`src/rtl/instr_fetch.sv`:
```
// rtl/instr_fetch.sv - fetch stage: owns the fetch PC, drives imem reads, queues returned words
module instr_fetch #(
  parameter int          DEPTH    = 8,
  parameter logic [31:0] RESET_PC = 32'h1eceb000
) (
  input  logic        clk,
  input  logic        rst,
  output logic [31:0] imem_addr,
  output logic [3:0]  imem_rmask,
  input  logic [31:0] imem_rdata,
  input  logic        imem_resp,
  input  logic        redirect,
  input  logic [31:0] redirect_pc,
  output logic        dq_valid,
  input  logic        dq_ready,
  output logic [31:0] dq_instr,
  output logic [31:0] dq_pc,
  output logic [31:0] dq_pc_next
);
  localparam int PW = $clog2(DEPTH);
  localparam int CW = PW + 1;
  localparam logic [CW-1:0] FULL = CW'(DEPTH);

  typedef enum logic [1:0] {IDLE, REQ, DISCARD} state_e;

  state_e        state_q, state_d;
  logic [31:0]   fetch_pc_q, fetch_pc_d;
  logic [31:0]   addr_q, addr_d;
  logic [PW-1:0] wr_ptr_q, wr_ptr_d, rd_ptr_q, rd_ptr_d;
  logic [CW-1:0] count_q, count_d, count_nxt;
  logic [31:0]   instr_mem [DEPTH];
  logic [31:0]   pc_mem    [DEPTH];
  logic          enq, deq;

  always_ff @(posedge clk) begin
    if (rst) begin
      state_q    <= IDLE;
      fetch_pc_q <= RESET_PC;
      addr_q     <= RESET_PC;
      wr_ptr_q   <= '0;
      rd_ptr_q   <= '0;
      count_q    <= '0;
    end else begin
      state_q    <= state_d;
      fetch_pc_q <= fetch_pc_d;
      addr_q     <= addr_d;
      wr_ptr_q   <= wr_ptr_d;
      rd_ptr_q   <= rd_ptr_d;
      count_q    <= count_d;
    end
  end

  // Queue storage needs no reset; count_q alone decides what is valid.
  always_ff @(posedge clk) begin
    if (!rst && enq) begin
      instr_mem[wr_ptr_q] <= imem_rdata;
      pc_mem[wr_ptr_q]    <= fetch_pc_q;
    end
  end

  always_comb begin
    enq        = (state_q == REQ) && imem_resp && !redirect;
    deq        = dq_valid && dq_ready && !redirect;
    count_nxt  = count_q + CW'(enq) - CW'(deq);
    state_d    = state_q;
    fetch_pc_d = fetch_pc_q;
    addr_d     = addr_q;
    wr_ptr_d   = wr_ptr_q + PW'(enq);
    rd_ptr_d   = rd_ptr_q + PW'(deq);
    count_d    = count_nxt;
    if (redirect) begin
      wr_ptr_d   = '0;
      rd_ptr_d   = '0;
      count_d    = '0;
      fetch_pc_d = redirect_pc;
      // A response arriving with the redirect retires the old request, so
      // the new address can go out at once even from DISCARD.
      if (state_q != IDLE && !imem_resp) begin
        state_d = DISCARD;
      end else begin
        state_d = REQ;
        addr_d  = redirect_pc;
      end
    end else begin
      case (state_q)
        IDLE: begin
          if (count_q < FULL) begin
            state_d = REQ;
            addr_d  = fetch_pc_q;
          end
        end
        REQ: begin
          if (imem_resp) begin
            fetch_pc_d = fetch_pc_q + 32'd4;
            if (count_nxt < FULL) begin
              state_d = REQ;
              addr_d  = fetch_pc_q + 32'd4;
            end else begin
              state_d = IDLE;
            end
          end
        end
        DISCARD: begin
          if (imem_resp) begin
            state_d = REQ;
            addr_d  = fetch_pc_q;
          end
        end
        default: state_d = IDLE;
      endcase
    end
  end

  always_comb begin
    imem_rmask = (state_q == IDLE) ? 4'h0 : 4'hF;
    imem_addr  = addr_q;
    dq_valid   = (count_q != '0);
    dq_instr   = instr_mem[rd_ptr_q];
    dq_pc      = pc_mem[rd_ptr_q];
    dq_pc_next = pc_mem[rd_ptr_q] + 32'd4;
  end

endmodule

```
`config.mk`:
```
export PLATFORM = sky130hd
export DESIGN_NAME = instr_fetch
export DESIGN_NICKNAME = d
export VERILOG_FILES = /design/src/rtl/instr_fetch.sv
export SDC_FILE = /design/constraint.sdc
export NUM_CORES = 1
export LEC_CHECK = 0
export CAP_MARGIN = 20
export CORE_ASPECT_RATIO = 0.6
export CORE_MARGIN = 2
export CORE_UTILIZATION = 50
export CTS_CLUSTER_DIAMETER = 120
export DETAILED_ROUTE_END_ITERATION = 8
export DONT_BUFFER_PORTS = 1
export SLEW_MARGIN = 30
export SYNTH_ARGS = -nofsm -noshare
export SYNTH_HDL_FRONTEND = slang
export SYNTH_SLANG_ARGS = --single-unit
```
`constraint.sdc`:
```
create_clock -name clk -period 12.4 [get_ports clk]
set_input_delay 2.48 -clock clk [delete_from_list [all_inputs] [get_ports clk]]
set_output_delay 2.48 -clock clk [all_outputs]
set_load 0.005 [all_outputs]
```
### Yosys cells after proc, flatten, opt, wreduce, memory -nomap -nowiden

Memory sizes are Yosys's and may differ from the RTL's. A register that Yosys moved wholly into a read port is not among the register bits.
Index checks and enable logic that the tools add are counted.

* flip-flop bits (word level): 76
* RAM bits: 512
* bits of input ports: 69
* memories kept: 2

Memories
* instr_mem: words 8, width 32, read ports 1, clocked after memory_dff 1, write ports 1, line 31 `logic [31:0] instr_mem [DEPTH];`
* pc_mem: words 8, width 32, read ports 1, clocked after memory_dff 1, write ports 1, line 32 `logic [31:0] pc_mem [DEPTH];`

* add/sub/neg operators: 6
* order comparisons: 2
* equality and inequality tests: 7
* muxes and demuxes: 22
* reductions and logical operators: 19

Operators by type and width (count)
* $mux W32: 9
* $pmux W32 S3: 1
* $add A32 B3 Y32 const B: 2
* $mux W2: 5
* $ne A3 B3 Y1 const B: 3
* $lt A4 B4 Y1 const B: 2
* $reduce_bool A4 Y1: 2
* $add A3 B1 Y3: 2
* $logic_and A1 B1 Y1: 6
* $mux W3: 2
* $pmux W2 S3: 1
* $reduce_and A6 Y1: 1
* $reduce_bool A2 Y1: 3
* $add A4 B1 Y4: 1
* $mux W4: 1
* $sub A4 B1 Y4: 1
* $logic_not A1 Y1: 3
* $mux W1: 3
* $ne A3 B2 Y1 const B: 1
* $reduce_and A3 Y1: 1
* $eq A2 B1 Y1 const B: 1
* $eq A2 B2 Y1 const B: 1
* $logic_not A2 Y1: 1
* $ne A2 B2 Y1 const B: 1
* 2 further kinds: 2

### Depth between registers and ports, before layout

Gate-level depths: netlist of run 1.

* depth in word-level cells: 10
* depth in mapped cells: 16
* gate-level depth less buffers: 14

### Worst setup path after synthesis of run 1

Ideal clock, no wire load.

* path kind: input to register
* start point: input redirect
* end point: memory instr_mem[0][0], enable pin
* arrival time: 7620 ps
* required time: 11835 ps
* setup slack: 4215 ps
* stages: 5
* path through: clkbuf_1 > clkinv_1 > nand3_1 > or3_1 > nor3_1

* cells in the longest elaborated chain, start to end: 5

RTL lines
* start: declaration: line 12 `input logic redirect,`
* $logic_not A1 Y1: line 62 `enq = (state_q == REQ) && imem_resp && !redirect;`
* $logic_and A1 B1 Y1: line 62
* $logic_and A1 B1 Y1: line 55 `if (!rst && enq) begin`
* $mux W1: line 55
* $mux W1 (implied by the code): line 56 `instr_mem[wr_ptr_q] <= imem_rdata;`
* end: declaration: line 31

No other way between the ends.

==> results of run 1 <==
==> worst reg2reg max path: stages (launching register included) <==
cell and delay (ps):
sky130_fd_sc_hd__dfxtp_1 500, sky130_fd_sc_hd__inv_1 90, sky130_fd_sc_hd__nor2_1 290, sky130_fd_sc_hd__nand3_1 250, sky130_fd_sc_hd__inv_1 140, sky130_fd_sc_hd__nand3_1 310, sky130_fd_sc_hd__nor2_4 700, sky130_fd_sc_hd__buf_4 780
==> layout by cell type, fill, tap and decap left out, types with 20 or more instances in the layout <==
master	n
sky130_fd_sc_hd__edfxtp_1	512
sky130_fd_sc_hd__mux4_2	97
sky130_fd_sc_hd__nand2_1	79
sky130_fd_sc_hd__dfxtp_1	73
sky130_fd_sc_hd__xnor2_1	63
sky130_fd_sc_hd__clkbuf_16	55
sky130_fd_sc_hd__nor2_1	51
sky130_fd_sc_hd__mux2_2	46
sky130_fd_sc_hd__nand3_1	33
sky130_fd_sc_hd__a21oi_1	33
sky130_fd_sc_hd__inv_1	32
sky130_fd_sc_hd__mux2i_1	30
sky130_fd_sc_hd__mux4_1	29
sky130_fd_sc_hd__nand2b_1	25
sky130_fd_sc_hd__xor2_1	25
sky130_fd_sc_hd__buf_4	25
sky130_fd_sc_hd__clkbuf_1	20
==> worst paths after layout <==
path | start | end | slack (ps) | cells past startpoint
setup / recovery | rd_ptr_q[0] | dq_pc_next[30] | 4970 | 9
hold / removal | imem_addr[9] | imem_addr[9] | 470 | 2
setup reg to reg | state_q[0] | pc_mem[5][23] | 8910 | 7
hold reg to reg | imem_addr[9] | imem_addr[9] | 470 | 2
==> cells by family (layout without fill, tap and decap cells) <==
| family | count (synthesis) | in the layout | synth area share, % |
|---|---|---|---|
| flip-flops | 588 | 588 | 70.0 |
| buffers and inverters | 108 | 164 | 2.37 |
| AO/OA/AOI/OAI | 97 | 97 | 2.58 |
| adder cells (fa/ha/maj) | 12 | 12 | 0.653 |
| XOR/XNOR | 88 | 88 | 3.19 |
| multiplexers | 203 | 203 | 15.7 |
| AND/OR/NAND/NOR | 262 | 262 | 5.56 |
==> power by group through the flow <==
stage	clock network [mW]	registers (mW)	logic [mW]
after global placement	0	2.25	0.0975
after detailed placement	0	2.26	0.0986
after CTS	1.61	2.21	0.0993
after global routing	1.68	2.22	0.110
after floorplan	0	2.24	0.0842
final	1.57	2.21	0.0988
==> routing by layer <==
layer,global-route usage (%),up-vias
li1,-,5350
met1,34.1,6335
met2,32.3,328
met3,3.65,68
met4,4.45,0
met5,0,-
==> layout make-up <==
type | instances | area, um2 | share of cell area [%]
Multi-Input combinational cell | 662 | 6730 | 25.4
Sequential cell | 588 | 16900 | 63.8
Clock inverter | 26 | 189 | 0.713
Tap cell | 640 | 801 | 3.02
Timing Repair Buffer | 29 | 282 | 1.06
Clock buffer | 76 | 1470 | 5.53
Inverter | 33 | 124 | 0.467
==> per-stage QoR <==
stage	cell area (um2)	hold slack, ps	power, mW	utilization (%)
after floorplan	24100	448	2.32	-
after global placement	24800	454	2.35	51.8
after detailed placement	24800	464	2.35	52.0
after CTS	26500	474	3.93	55.5
after global routing	26500	498	4.01	55.5
final	26500	470	3.88	55.5
==> sequential cells by signal, indices dropped and copies added (netlist names) <==
signal      cells
rd_ptr_q        3
count_q         4
pc_mem        256
state_q         2
imem_addr      32
wr_ptr_q        3
fetch_pc_q     32
instr_mem     256
==> summary.txt, run 1 <==
====================================================================================================
Run status                                                                              finished, final reports clean
Data arrival, critical path                                                                  4950 ps
Sequential share of power                                                                      57.0%
Critical path buffer and inverter count                                                            2
Family of cells with the greatest summed delay on the critical path                     simple AND/OR/NAND/NOR gates
Peak supply drop                                                                             97.3 uV
Switching power summed over all nets                                                        0.800 mW
Final count of negative-setup-slack endpoints                                                      0
Vias after detailed routing                                                                    12100
Met1 Wirelength                                                                             25600 um
Proportion of netlist area held by the largest area contributor                                63.7%
Share of cells above drive strength 1                                                          19.2%
List of cells traversed by the critical path                                            buf_4, buf_6, mux4_2, mux2i_1, nor4_1, nand2_1, nor3_4, nand4_1, xnor2_1
Fraction of registers with async set/reset                                                        0%
Relative slew slack                                                                            37.0%
Final worst clock skew                                                                       13.9 ps
Post-synth EDFFs                                                                                 512
Post-layout minimum cycle time                                                               7430 ps
Clock-pin slew reported for the worst setup and hold paths after clock tree synthesis          70 ps
Number of cell rows                                                                               62
Antenna Cells                                                                                      0
Design internal power                                                                        3.08 mW
Number of standard cells in the layout, taps in and fillers out                                 2054
Synthesized netlist net count                                                                   1439
Critical path startpoint category                                                               flop
Number of buffers inserted by post-CTS setup repair                                                0
Post-route DRC violation count                                                                     0
Number of instances in the synthesized netlist                                                  1358
Number of violations of the max-capacitance limit                                                  0
Relative area change from synthesis to final layout                                            9.76%
Cell types with the highest counts after synthesis                                      sky130_fd_sc_hd__edfxtp_1, sky130_fd_sc_hd__mux4_2, sky130_fd_sc_hd__nand2_1
Worst setup path class                                                                    reg -> out
Final GP Congestion                                                                            0.844
Largest incremental delay on the critical path                                                870 ps
Number of buffers added to fix hold violations after cts                                           0
Unrepaired setup endpoints after global routing                                                   no
Slew Viols, Final                                                                                  0
Number of antenna-violating nets in the routed design                                              0
Synthesized area divided by synthesized cell count                                          17.8 um2
Number of I/O port buffers                                                                         0
CP max-delay cell                                                                       sky130_fd_sc_hd__dfxtp_4
Horizontal extent of the die                                                                  288 um
CTS root buf                                                                            sky130_fd_sc_hd__clkbuf_16
Total detailed-routing wirelength                                                           53700 um
Count of synthesis-stage warnings from yosys                                                       0
Max Clock Freq                                                                             0.135 GHz
Mapped Area                                                                                24100 um2
Synth area leaders                                                                      sky130_fd_sc_hd__edfxtp_1, sky130_fd_sc_hd__mux4_2, sky130_fd_sc_hd__dfxtp_1
Total of flip-flops plus latches after synthesis                                                 588
Metal2 WL                                                                                   24300 um
Clk sink count                                                                                   588
Most instantiated library cell after synthesis                                          sky130_fd_sc_hd__edfxtp_1
Minimum setup slack in the final design                                                      4970 ps
Share of the clock period used by the worst path                                               59.9%
Maximum net fanout on the critical path                                                           48
Wirelength per Cell                                                                          26.1 um
Uppermost signal routing layer after detailed routing                                           met4
Count of distinct cell types in the synthesized netlist                                           56
Placed wire-length estimate                                                                 32200 um
All-layer global routing usage                                                                 21.7%
Chip height                                                                                   174 um
Number of endpoints with negative hold slack in the final report                                   0
Initial standard-cell utilization of the core                                                  50.5%
Total grt overflow                                                                                 0
Cell taking the most area after synthesis                                               sky130_fd_sc_hd__edfxtp_1
Leak pwr                                                                                     8.28 nW
Fill cell count                                                                                 3763
Power Dens Cells                                                                          147 nW/um2
Maximum number of pins on one net before global-route repair                                      68
Maximum number of buffers from clock root to sink                                                  3
Crit path required time                                                                      9920 ps
Tightest Pin Transition                                                                       944 ps
Post-placement cell count                                                                       1952
Number of levels in the clock H-tree                                                               2
Comb pwr share                                                                                  2.5%
Most used flip-flop cell after synthesis                                                sky130_fd_sc_hd__edfxtp_1
Total negative slack for setup checks                                                           0 ps
Minimum setup slack after placement                                                          5400 ps
Clock Power Share                                                                              40.5%
Detailed route wirelength on metal3                                                          2890 um
Antenna violations before repair                                                                   0
Number of optimization iterations in the first detailed-route pass                                 5
Die outline area                                                                           50100 um2
Core Footprint                                                                             47800 um2
Number of gates resized after cts                                                                  0
Final net count                                                                                 1450
Wire length of the first global-routing pass                                                80700 um
CTS tree                                                                                         yes
Boundary pin count                                                                               202
Latest clock arrival within the worst-skew pair                                               580 ps
Switching portion of total power                                                               20.6%
Number of global-route vias before repair                                                      12100
Iter 0 DRT Violations                                                                           1079
Fraction of the yosys area taken by sequential cells                                           70.0%
Avg Vias per Cell                                                                               5.88
Endpoint kind of the worst setup timing path                                              output pin
Inserted Clock Buffers                                                                            55
Min-delay worst type                                                                      reg -> reg
====================================================================================================
(Power assumes the default switching activity.)
==> inputs of run 2 (changes only) <==
--- a/config.mk
+++ b/config.mk
@@ -12,6 +12,7 @@
 export CTS_CLUSTER_DIAMETER = 120
 export DETAILED_ROUTE_END_ITERATION = 8
 export DONT_BUFFER_PORTS = 1
+export PLACE_DENSITY = 0.68
 export SLEW_MARGIN = 30
 export SYNTH_ARGS = -nofsm -noshare
 export SYNTH_HDL_FRONTEND = slang
==> constraint.sdc (replaced) <==
create_clock -name clk -period 6.59 [get_ports clk]
set_input_delay 1.318 -clock clk [delete_from_list [all_inputs] [get_ports clk]]
set_output_delay 1.318 -clock clk [all_outputs]
set_load 0.005 [all_outputs]
==> summary.txt, run 2 (synthesis results as in run 1) <==
====================================================================================================
Run status                                                                              finished, final reports clean
Boundary pin count                                                                               202   unchanged
Leak pwr                                                                                     8.35 nW   +0.86%
Crit path required time                                                                      5270 ps   -4650 ps
Maximum number of pins on one net before global-route repair                                      68   unchanged
Avg Vias per Cell                                                                               5.90   +0.38%
Iter 0 DRT Violations                                                                           1067   -1.1%
Number of buffers added to fix hold violations after cts                                           0   unchanged
Worst R2R Path Depth                                                                               7   unchanged
Power Dens Cells                                                                          284 nW/um2   +94%
Data arrival, critical path                                                                  4340 ps   -610 ps
Number of optimization iterations in the first detailed-route pass                                 5   unchanged
Number of I/O port buffers                                                                         0   unchanged
R2r startpoint                                                                            state_q[0]
Share of cells above drive strength 1                                                          20.3%   +1.1 points
Unrepaired setup endpoints after global routing                                                   no
Minimum setup slack in the final design                                                       931 ps   -4040 ps
Minimum setup slack after placement                                                          1500 ps   -3910 ps
Min-delay worst type                                                                      reg -> reg
Launch point of the critical path                                                        rd_ptr_q[0]
Core Footprint                                                                             47800 um2   unchanged
Vias after detailed routing                                                                    12100   +0.28%
Final count of negative-setup-slack endpoints                                                      0   unchanged
Total Power Consumption                                                                      7.57 mW   +95%
Chip height                                                                                   174 um   unchanged
Capture instance of the worst register-to-register path                                 instr_mem[0][30]
Total negative slack for setup checks                                                           0 ps   unchanged
Maximum number of buffers from clock root to sink                                                  3   unchanged
Placed wire-length estimate                                                                 32600 um   +1.2%
Share of the clock period used by the worst path                                               85.9%
Tightest Pin Transition                                                                      1010 ps   +63.6 ps
Commonest non-fill, non-tap cells in the layout                                         sky130_fd_sc_hd__edfxtp_1, sky130_fd_sc_hd__mux4_2, sky130_fd_sc_hd__nand2_1, sky130_fd_sc_hd__dfxtp_1, sky130_fd_sc_hd__xnor2_1
Number of violations of the max-capacitance limit                                                  0   unchanged
Max Clock Freq                                                                             0.177 GHz
CTS root buf                                                                            sky130_fd_sc_hd__clkbuf_16
Clk sink count                                                                                   588   unchanged
Initial standard-cell utilization of the core                                                  50.5%   unchanged
Area of the multi-input gates                                                               6740 um2   +0.19%
Final GP Congestion                                                                            0.833   -1.3%
Number of gates resized after cts                                                                  0   unchanged
Endpoint kind of the worst setup timing path                                              output pin
Post-route DRC violation count                                                                     0   unchanged
Total area of sequential cells                                                             16900 um2   unchanged
Number of buffers inserted by post-CTS setup repair                                                0   unchanged
Final worst clock skew                                                                       28.6 ps   +14.7 ps
Maximum net fanout on the critical path                                                           41   -15%
Clock-pin slew reported for the worst setup and hold paths after clock tree synthesis          70 ps   about the same
All-layer global routing usage                                                                 21.2%   -0.53 points
Relative area change from synthesis to final layout                                            10.3%
Worst setup path class                                                                    reg -> out
Number of antenna-violating nets in the routed design                                              0   unchanged
Number of endpoints with negative hold slack in the final report                                   0   unchanged
Fill cell count                                                                                 3643   -3.2%
Wire length of the first global-routing pass                                                79000 um   -2.1%
Leading cell type in the layout, fill and taps excluded                                 sky130_fd_sc_hd__edfxtp_1
Capture point of the worst path                                                         dq_pc_next[30]
Number of cell rows                                                                               62   unchanged
Slew Viols, Final                                                                                  0   unchanged
Post-layout minimum cycle time                                                               5660 ps
Inserted Clock Buffers                                                                            53   -3.6%
Final-layout worst hold slack                                                                 468 ps   -1.54 ps
Antenna Cells                                                                                      0   unchanged
Critical path startpoint category                                                               flop
Relative slew slack                                                                            32.2%   -4.9 points
Latest clock arrival within the worst-skew pair                                               600 ps   +20 ps
Number of levels in the clock H-tree                                                               2   unchanged
Setup slack on the worst flop-to-flop path                                                   3110 ps   -5800 ps
Number of global-route vias before repair                                                      12000   -0.43%
Antenna violations before repair                                                                   0   unchanged
Wirelength per Cell                                                                          25.6 um   -1.9%
Peak supply drop                                                                              205 uV   +110%
Horizontal extent of the die                                                                  288 um   unchanged
Die outline area                                                                           50100 um2   unchanged
Final net count                                                                                 1450   unchanged
CTS tree                                                                                         yes
Total detailed-routing wirelength                                                           52600 um   -2.0%
Total grt overflow                                                                                 0   unchanged
Biggest registers after layout                                                          instr_mem (256), pc_mem (256)
====================================================================================================
-- run 2: changes by cell type in the layout (fill, tap and decap cells not counted), sizes merged --
cell / previous run / this run
inv: 35 / 37
bufinv: 2 / 9
buf: 29 / 31
clkbuf: 76 / 59
clkinv: 18 / 22
-- run 2: critical path: stages, from the launching register on --
cell and delay [ps]:
sky130_fd_sc_hd__dfxtp_4 890, sky130_fd_sc_hd__buf_4 490, sky130_fd_sc_hd__mux2_2 230, sky130_fd_sc_hd__o22ai_1 150, sky130_fd_sc_hd__nor2_1 360, sky130_fd_sc_hd__nand4_1 600
sky130_fd_sc_hd__nor3_4 610, sky130_fd_sc_hd__nand4_1 190, sky130_fd_sc_hd__xnor2_1 210
-- run 2: final cells by class --
cell class / instances / share of cell area (%)
Clock buffer: 59 / 5.06
Multi-Input combinational cell: 662 / 25.3
Clock inverter: 39 / 1.80
Timing Repair Buffer: 31 / 0.874
Inverter: 33 / 0.465
Sequential cell: 588 / 63.5
Tap cell: 640 / 3.01
-- run 2: per-stage QoR --
step	util, %	area [um2]	cells
3_3_place_gp	51.9	24800	1954
5_1_grt	55.7	26600	2052
2_1_floorplan	-	24200	1358
3_5_place_dp	51.9	24800	1954
6_report	55.7	26600	2052
4_1_cts	55.7	26600	2052
-- run 2: routing by layer --
metal / vias up / GRT usage, % / routed length [um]
li1: 5344 / - / -
met1: 6369 / 32.1 / 23700
met2: 339 / 32.1 / 24400
met3: 63 / 4.62 / 3660
met4: 0 / 4.12 / 850
met5: - / 0 / 0
-- run 2: worst min-delay path by stage --
stage / startpoint / cells past startpoint / to
finish: imem_addr[2] / 2 / imem_addr[2]
detailed placement: imem_addr[2] / 2 / imem_addr[2]
floorplan: imem_addr[2] / 2 / imem_addr[2]
global route: imem_addr[8] / 2 / imem_addr[8]
global placement: imem_addr[2] / 2 / imem_addr[2]
CTS: imem_addr[2] / 2 / imem_addr[2]
-- run 2: power by group --
| group | total, mW | switching [mW] | leakage, nW | internal [mW] |
|---|---|---|---|---|
| combinational | 0.185 | 0.107 | 2.24 | 0.0782 |
| sequential | 4.16 | 0.0747 | 5.23 | 4.09 |
| clock | 3.22 | 1.38 | 0.888 | 1.85 |
